File: src/rtl/mux_sel_sched.sv
// mux_sel_sched: dwell/burst-aware scheduler sharing a 2-bit mux between requesters A and B
module mux_sel_sched #(
   parameter int MIN_DWELL = 4,
   parameter int MAX_BURST = 8
) (
   input  logic       clk,
   input  logic       rst,
   input  logic       req_a,
   input  logic [1:0] data_a,
   output logic       ack_a,
   input  logic       req_b,
   input  logic [1:0] data_b,
   output logic       ack_b,
   output logic       sel,
   output logic       out_valid,
   input  logic       out_ready,
   output logic [1:0] out_data,
   output logic       out_src,
   output logic [7:0] toggle_cnt
);
   typedef enum logic [1:0] {IDLE, SERVE, TURN} state_t;
   localparam logic [3:0] DWELL = 4'(MIN_DWELL);
   localparam logic [3:0] BURST = 4'(MAX_BURST);
   state_t state, state_nx;
   logic [3:0] dwell_cnt, burst_cnt;
   logic cur_req, oth_req, out_free, may_switch, ack, toggle;
   assign cur_req    = sel ? req_a : req_b;
   assign oth_req    = sel ? req_b : req_a;
   assign out_free   = !out_valid || out_ready;
   assign may_switch = oth_req && dwell_cnt == DWELL && (!cur_req || burst_cnt == BURST);
   // acks are suppressed while reset is held, whatever state the register still shows
   assign ack        = !rst && state == SERVE && cur_req && out_free && !may_switch;
   assign ack_a      = ack && sel;
   assign ack_b      = ack && !sel;
   assign toggle     = state != TURN && state_nx == TURN;
   always_comb begin
      state_nx = state;
      case (state)
         IDLE:    state_nx = cur_req ? SERVE : may_switch ? TURN : IDLE;
         SERVE:   state_nx = may_switch ? TURN : (req_a || req_b) ? SERVE : IDLE;
         default: state_nx = SERVE;
      endcase
   end
   always_ff @(posedge clk) begin
      if (rst) begin
         state      <= IDLE;
         sel        <= 1'b0;
         dwell_cnt  <= DWELL;
         burst_cnt  <= 4'd0;
         out_valid  <= 1'b0;
         out_data   <= 2'd0;
         out_src    <= 1'b0;
         toggle_cnt <= 8'd0;
      end else begin
         state <= state_nx;
         if (toggle) begin
            sel        <= !sel;
            dwell_cnt  <= 4'd0;
            burst_cnt  <= 4'd0;
            toggle_cnt <= toggle_cnt == 8'hff ? toggle_cnt : toggle_cnt + 8'd1;
         end else begin
            dwell_cnt <= dwell_cnt == DWELL ? dwell_cnt : dwell_cnt + 4'd1;
            burst_cnt <= (ack && burst_cnt != BURST) ? burst_cnt + 4'd1 : burst_cnt;
         end
         if (ack) begin
            out_data  <= sel ? data_a : data_b;
            out_src   <= sel;
            out_valid <= 1'b1;
         end else if (out_ready) begin
            out_valid <= 1'b0;
         end
      end
   end
endmodule

File: config.mk
export PLATFORM = sky130hd
export DESIGN_NAME = mux_sel_sched
export DESIGN_NICKNAME = d
export VERILOG_FILES = /design/src/rtl/mux_sel_sched.sv
export SDC_FILE = /design/constraint.sdc
export NUM_CORES = 1
export LEC_CHECK = 0
export BUFFER_PORTS_ARGS = -buffer_cell sky130_fd_sc_hd__buf_2
export CORE_MARGIN = 2
export CORE_UTILIZATION = 35
export CTS_CLUSTER_DIAMETER = 100
export DETAILED_ROUTE_END_ITERATION = 10
export SLEW_MARGIN = 25
export SYNTH_ARGS = -nofsm -noshare
export SYNTH_HDL_FRONTEND = slang
export SYNTH_SLANG_ARGS = --single-unit
File: constraint.sdc
create_clock -name clk -period 2.4 [get_ports clk]
set_input_delay 0.48 -clock clk [delete_from_list [all_inputs] [get_ports clk]]
set_output_delay 0.48 -clock clk [all_outputs]
set_load 0.005 [all_outputs]
Yosys cells after proc, flatten, opt, wreduce, memory -nomap -nowiden --
Index checks and enable logic that the tools add are counted.
Operators by class: add/sub/neg operators 3, equality and inequality tests 8, muxes and demuxes 12, bitwise gates (word level) 1, reductions and logical operators 22
Operator list (count):
- logical AND 1 bit | 10
- adder 4 x 1 -> 4 bit, second input constant | 2
- adder 8 x 1 -> 8 bit, second input constant | 1
- == test 8 bit, second input constant | 1
- two-way mux 2 bit | 4
- two-way mux 3 bit | 2
- zero test 1 bit | 5
- two-way mux 1 bit | 5
- == test 4 x 3 -> 1 bit, second input constant | 1
- == test 4 bit, second input constant | 1
- != test 2 bit, second input constant | 2
- != test 4 bit, second input constant | 1
- case mux 2 bit (2 select lines) | 1
- logical OR 1 bit | 3
- == test 2 x 1 -> 1 bit, second input constant | 1
- == test 2 bit, second input constant | 1
- zero test 2 bit | 1
- AND reduction 2 bit | 1
- nonzero test 2 bit | 1
- OR reduction 2 bit | 1
- inverter 1 bit | 1
Storage, ports and cells: bits in registers 23, word-level logic and storage cells 55

Depth between registers and ports, before layout --
depth in word-level cells 10, gate-level depth with buffers 8, depth with buffers taken out 7

Worst setup path after synthesis --
Ideal clock, no wire load.
path kind reg2out, start point register dwell_cnt[0], end point output ack_a, data arrival time 1624 ps, data required time 1920 ps, setup slack 296 ps, cell stages (with the launch flop) 7, cells stage by stage dfxtp_1 -> inv_1 -> ha_1 -> nand3b_1 -> a211oi_4 -> nor3_1 -> and2_2
Between the ends: word-level cells in the longest chain between the ends 6
RTL lines:
- start: declaration | RTL line 25 | logic [3:0] dwell_cnt, burst_cnt;
- start signal: assignment | RTL line 62 | dwell_cnt <= dwell_cnt == DWELL ? dwell_cnt : dwell_cnt + 4'd1;
- == test 4 x 3 -> 1 bit | RTL line 30 | assign may_switch = oth_req && dwell_cnt == DWELL && (!cur_req || burst_cnt == BURST);
- logical AND 1 bit (2 in series) | RTL line 30
- zero test 1 bit | RTL line 32 | assign ack = !rst && state == SERVE && cur_req && out_free && !may_switch;
- logical AND 1 bit | RTL line 32
- logical AND 1 bit | RTL line 33 | assign ack_a = ack && sel;
- end: declaration | RTL line 10 | output logic ack_a,
No other way between the ends.

Worst setup path after layout --
start point register sel, end point output ack_b
Between the ends: word-level cells in the longest chain between the ends 7, elaborated cells between the ends (all ways) 12
RTL lines:
- start: declaration | RTL line 14 | output logic sel,
- start signal: assignment | RTL line 57 | sel <= !sel;
- two-way mux 1 bit | RTL line 27 | assign cur_req = sel ? req_a : req_b;
- zero test 1 bit | RTL line 30
- logical OR 1 bit | RTL line 30
- logical AND 1 bit | RTL line 30
- zero test 1 bit | RTL line 32
- logical AND 1 bit | RTL line 32
- logical AND 1 bit * | RTL line 34 | assign ack_b = ack && !sel;
- end: declaration | RTL line 13 | output logic ack_b,
Every way passes the cells marked *; elsewhere a longest branch is shown, timed or not.

==> flow_summary.toml <==
[critical_path]
crit_top_cell = "buf_4"
path_max_fanout = 9
required_ns = 1.92
cp_cell_sequence = "buf_4, mux2i_2, a211oi_4, buf_4, nor4_1, buf_2"
cp_data_arrival_time_ns = 1.82
rr_startpoint = "burst_cnt[0]$_SDFFE_PP0P_"
critPathLaunch = "sel$_SDFFE_PP0P_"
cp-endpoint = "ack_b"
slowest_stage = "dfxtp_1"
critPathKind = "flop to output port"
start_kind = "flop"
end_kind = "output port"
r2r_cells = 8
slowest_delay_ns = 0.38
rrSetupSlack_ns = 0.31
r2r_end = "toggle_cnt[5]$_SDFFE_PP0P_"

[routing]
drc = 0
firstDrtPassIters = 4
antenna_left = 0
wire_per_inst_um = 11.6
drt_iter0_drc = 58
via_per_inst = 4.84
vias = 958
wirelength_um = 2300

[sta]
relSlewSlack = 0.743
layout_min_cycle_time_ns = 2.30
rsz0062_at_grt = "no"
worst_pin_slew_ns = 0.384
fmax_ghz = 0.435
slew_violations = 0
setup_tns_ns = 0
setup_viol = 0
hold_viol = 0
finalWorstSetupSlack_ns = 0.101
clock_skew_ns = 0.0118
finalCritPeriodShare = 0.958

[placement]
port_buffers = 23
place_congestion = 0.771
place_hpwl_um = 1700
place_ws_ns = 0.202

[synthesis]
synth_seq_cells = 23
synth.distinct_cells = 30
synth_area_leaders = "dfxtp_1 (41%), nor2_1 (5.6%), ha_1 (5.5%)"
synth_area_sq_mm = 0.00113
yosysWarnings = 0
synthCells = 126
synthesis.nets = 140
ys_seq_area_frac = 0.407
synth_area_per_cell_sq_um = 8.98
yosys.area.top_type = "dfxtp_1"
yosys.area.top_type_share = 0.407

[cells_and_area]
diodes = 0
drive_above_1_share = 0.260
layout_commonest_cell = "buf_2"
synthToLayoutAreaGrowth_pct = 19.0
final_cell_mix = "buf_2 (23), dfxtp_1 (22), nor2_1 (17)"
nNetsFinal = 169
n_fill_cell = 323

[grt]
antenna_found_initial = 0
grt_pass1_wl_um = 3970
gr-total-overflow = 0
grt_pass1_vias = 921
grtUsageTotal = 0.141
grt_max_degree = 18

[floorplanning]
fp.dieH_um = 60.8
dieWidth_um = 60.8
core_area_sq_mm = 0.00305
num_io_pins = 24
die_area_sq_mm = 0.00370
initial_core_util = 0.370
num_rows = 20

[run]
max_cap_viol_count = 0

[hold_path]
worstHoldPathType = "input pin to flop"

[pwr]
total_power_mw = 0.902
p_sw_mw = 0.298
power.leakage_nw = 0.535
pwr_density_cell_mw_per_mm2 = 670
vdd_drop_max_v = 0.000340
p_int_mw = 0.604
p_sw_frac = 0.331
clockPowerShare = 0.201
comb_power_share = 0.304
seqPwrFrac = 0.494

[clock_tree]
h-tree-depth = 1
ctsHoldBuffers = 0
clk_latency_ns = 0.31
path_clk_slew_ns = 0.14
tritoncts = "yes"
clock_sinks = 23
cts_buffers = 3
cts_root_buf = "clkbuf_4"
clock_path_buffers = 2

[status]
status = "finished, final reports clean"
[how the worst min path moves through the flow]
stage | from | slack (ns) | cells past startpoint | end
3_3_place_gp | out_src$_SDFFE_PP0P_ | 0.47 | 2 | out_src$_SDFFE_PP0P_
6_report | out_ready | 0.44 | 3 | out_valid$_SDFFE_PP0P_
5_1_grt | out_ready | 0.43 | 3 | out_valid$_SDFFE_PP0P_
2_1_floorplan | toggle_cnt[6]$_SDFFE_PP0P_ | 0.48 | 2 | toggle_cnt[6]$_SDFFE_PP0P_
4_1_cts | out_ready | 0.44 | 3 | out_valid$_SDFFE_PP0P_
3_5_place_dp | toggle_cnt[7]$_SDFFE_PP0P_ | 0.48 | 2 | toggle_cnt[7]$_SDFFE_PP0P_
[cells in the mapped netlist]
master / instances
dfxtp_1: 23
nor2_1: 17
a21oi_1: 9
nand3_1: 8
inv_1: 7
mux2i_1: 6
ha_1: 5
nand2_1: 5
o21ai_0: 5
nand2b_1: 4
nor3_1: 4
xnor2_1: 4
o31ai_1: 3
or3_1: 3
or4_1: 3
a211oi_1: 2
buf_6: 2
clkbuf_1: 2
nand3b_1: 2
xor2_1: 2
a211oi_4: 1
a21oi_2: 1
and2_2: 1
mux2_4: 1
nand4_1: 1
nor4_1: 1
o211ai_1: 1
o211ai_4: 1
o21a_1: 1
o21bai_1: 1
[flip-flops by register name, summed over array words and instances, names as in the netlist]
| register | cells |
|---|---|
| out_data | 2 |
| state | 2 |
| sel | 1 |
| out_valid | 1 |
| burst_cnt | 4 |
| out_src | 1 |
| dwell_cnt | 4 |
| toggle_cnt | 8 |
[final cells by class]
class                      instances  area (sq um)  area share
multi-input combinational         92           623       0.463
sequential                        23           462       0.343
timing repair buffer              28           153       0.113
tap                               44          55.1      0.0409
inverter                           7          26.3      0.0195
clock buffer                       3          22.5      0.0167
clock inverter                     1          5.00     0.00372
[layer usage]
metal	GRT usage	share of wire	wire [um]	up-vias
met5	0	0	0	-
met1	0.181	0.48	1110	443
met2	0.233	0.47	1080	16
met3	0.0448	0.040	91	2
met4	0.0280	0.0065	15	0
li1	-	-	-	497
[kinds of logic (layout without fill, tap and decap cells)]
kind of cell               Yosys count  count (layout)  synth area share
DFF                                 23              23             0.407
xor gates and xnor gates             6               6            0.0465
AOI/OAI and AO/OA                   25              25             0.159
and+or+nand+nor                     49              49             0.216
adders and majority gates            5               5            0.0553
muxes                                7               7            0.0664
buffers and inverters               11              39            0.0498
[power by group through the flow]
stage / clock [mW] / combinational (mW) / sequential (mW)
final: 0.182 / 0.275 / 0.446
after global routing: 0.205 / 0.308 / 0.452
after CTS: 0.191 / 0.260 / 0.445
after detailed placement: 0 / 0.254 / 0.453
after global placement: 0 / 0.245 / 0.451
after floorplan: 0 / 0.200 / 0.449
[worst max-delay path: cells and delay by family, from the launching register on]
| family | cells | cell delay (ns) |
|---|---|---|
| AND/OR/NAND/NOR | 1 | 0.24 |
| multiplexers | 1 | 0.28 |
| flip-flops | 1 | 0.38 |
| buffers and inverters | 3 | 0.52 |
| AO/OA/AOI/OAI | 1 | 0.08 |
[metrics by stage]
stage | instance area (sq um) | cells | utilization | hold slack, ns
after floorplan | 1130 | 126 | - | 0.480
after global placement | 1290 | 192 | 0.424 | 0.470
after detailed placement | 1290 | 192 | 0.424 | 0.484
after CTS | 1330 | 197 | 0.435 | 0.437
after global routing | 1350 | 198 | 0.441 | 0.429
final | 1350 | 198 | 0.441 | 0.445
[repair_timing]
item | in CTS | in global routing
cloned | 0 | 0
endpoints found under the hold margin | 0 | 0
resized for setup | 0 | 3
setup endpoints to repair | 1 | 2
pin swaps | 1 | 0
buffers inserted | 1 | 1
Power figures use the tool's default switching activity.
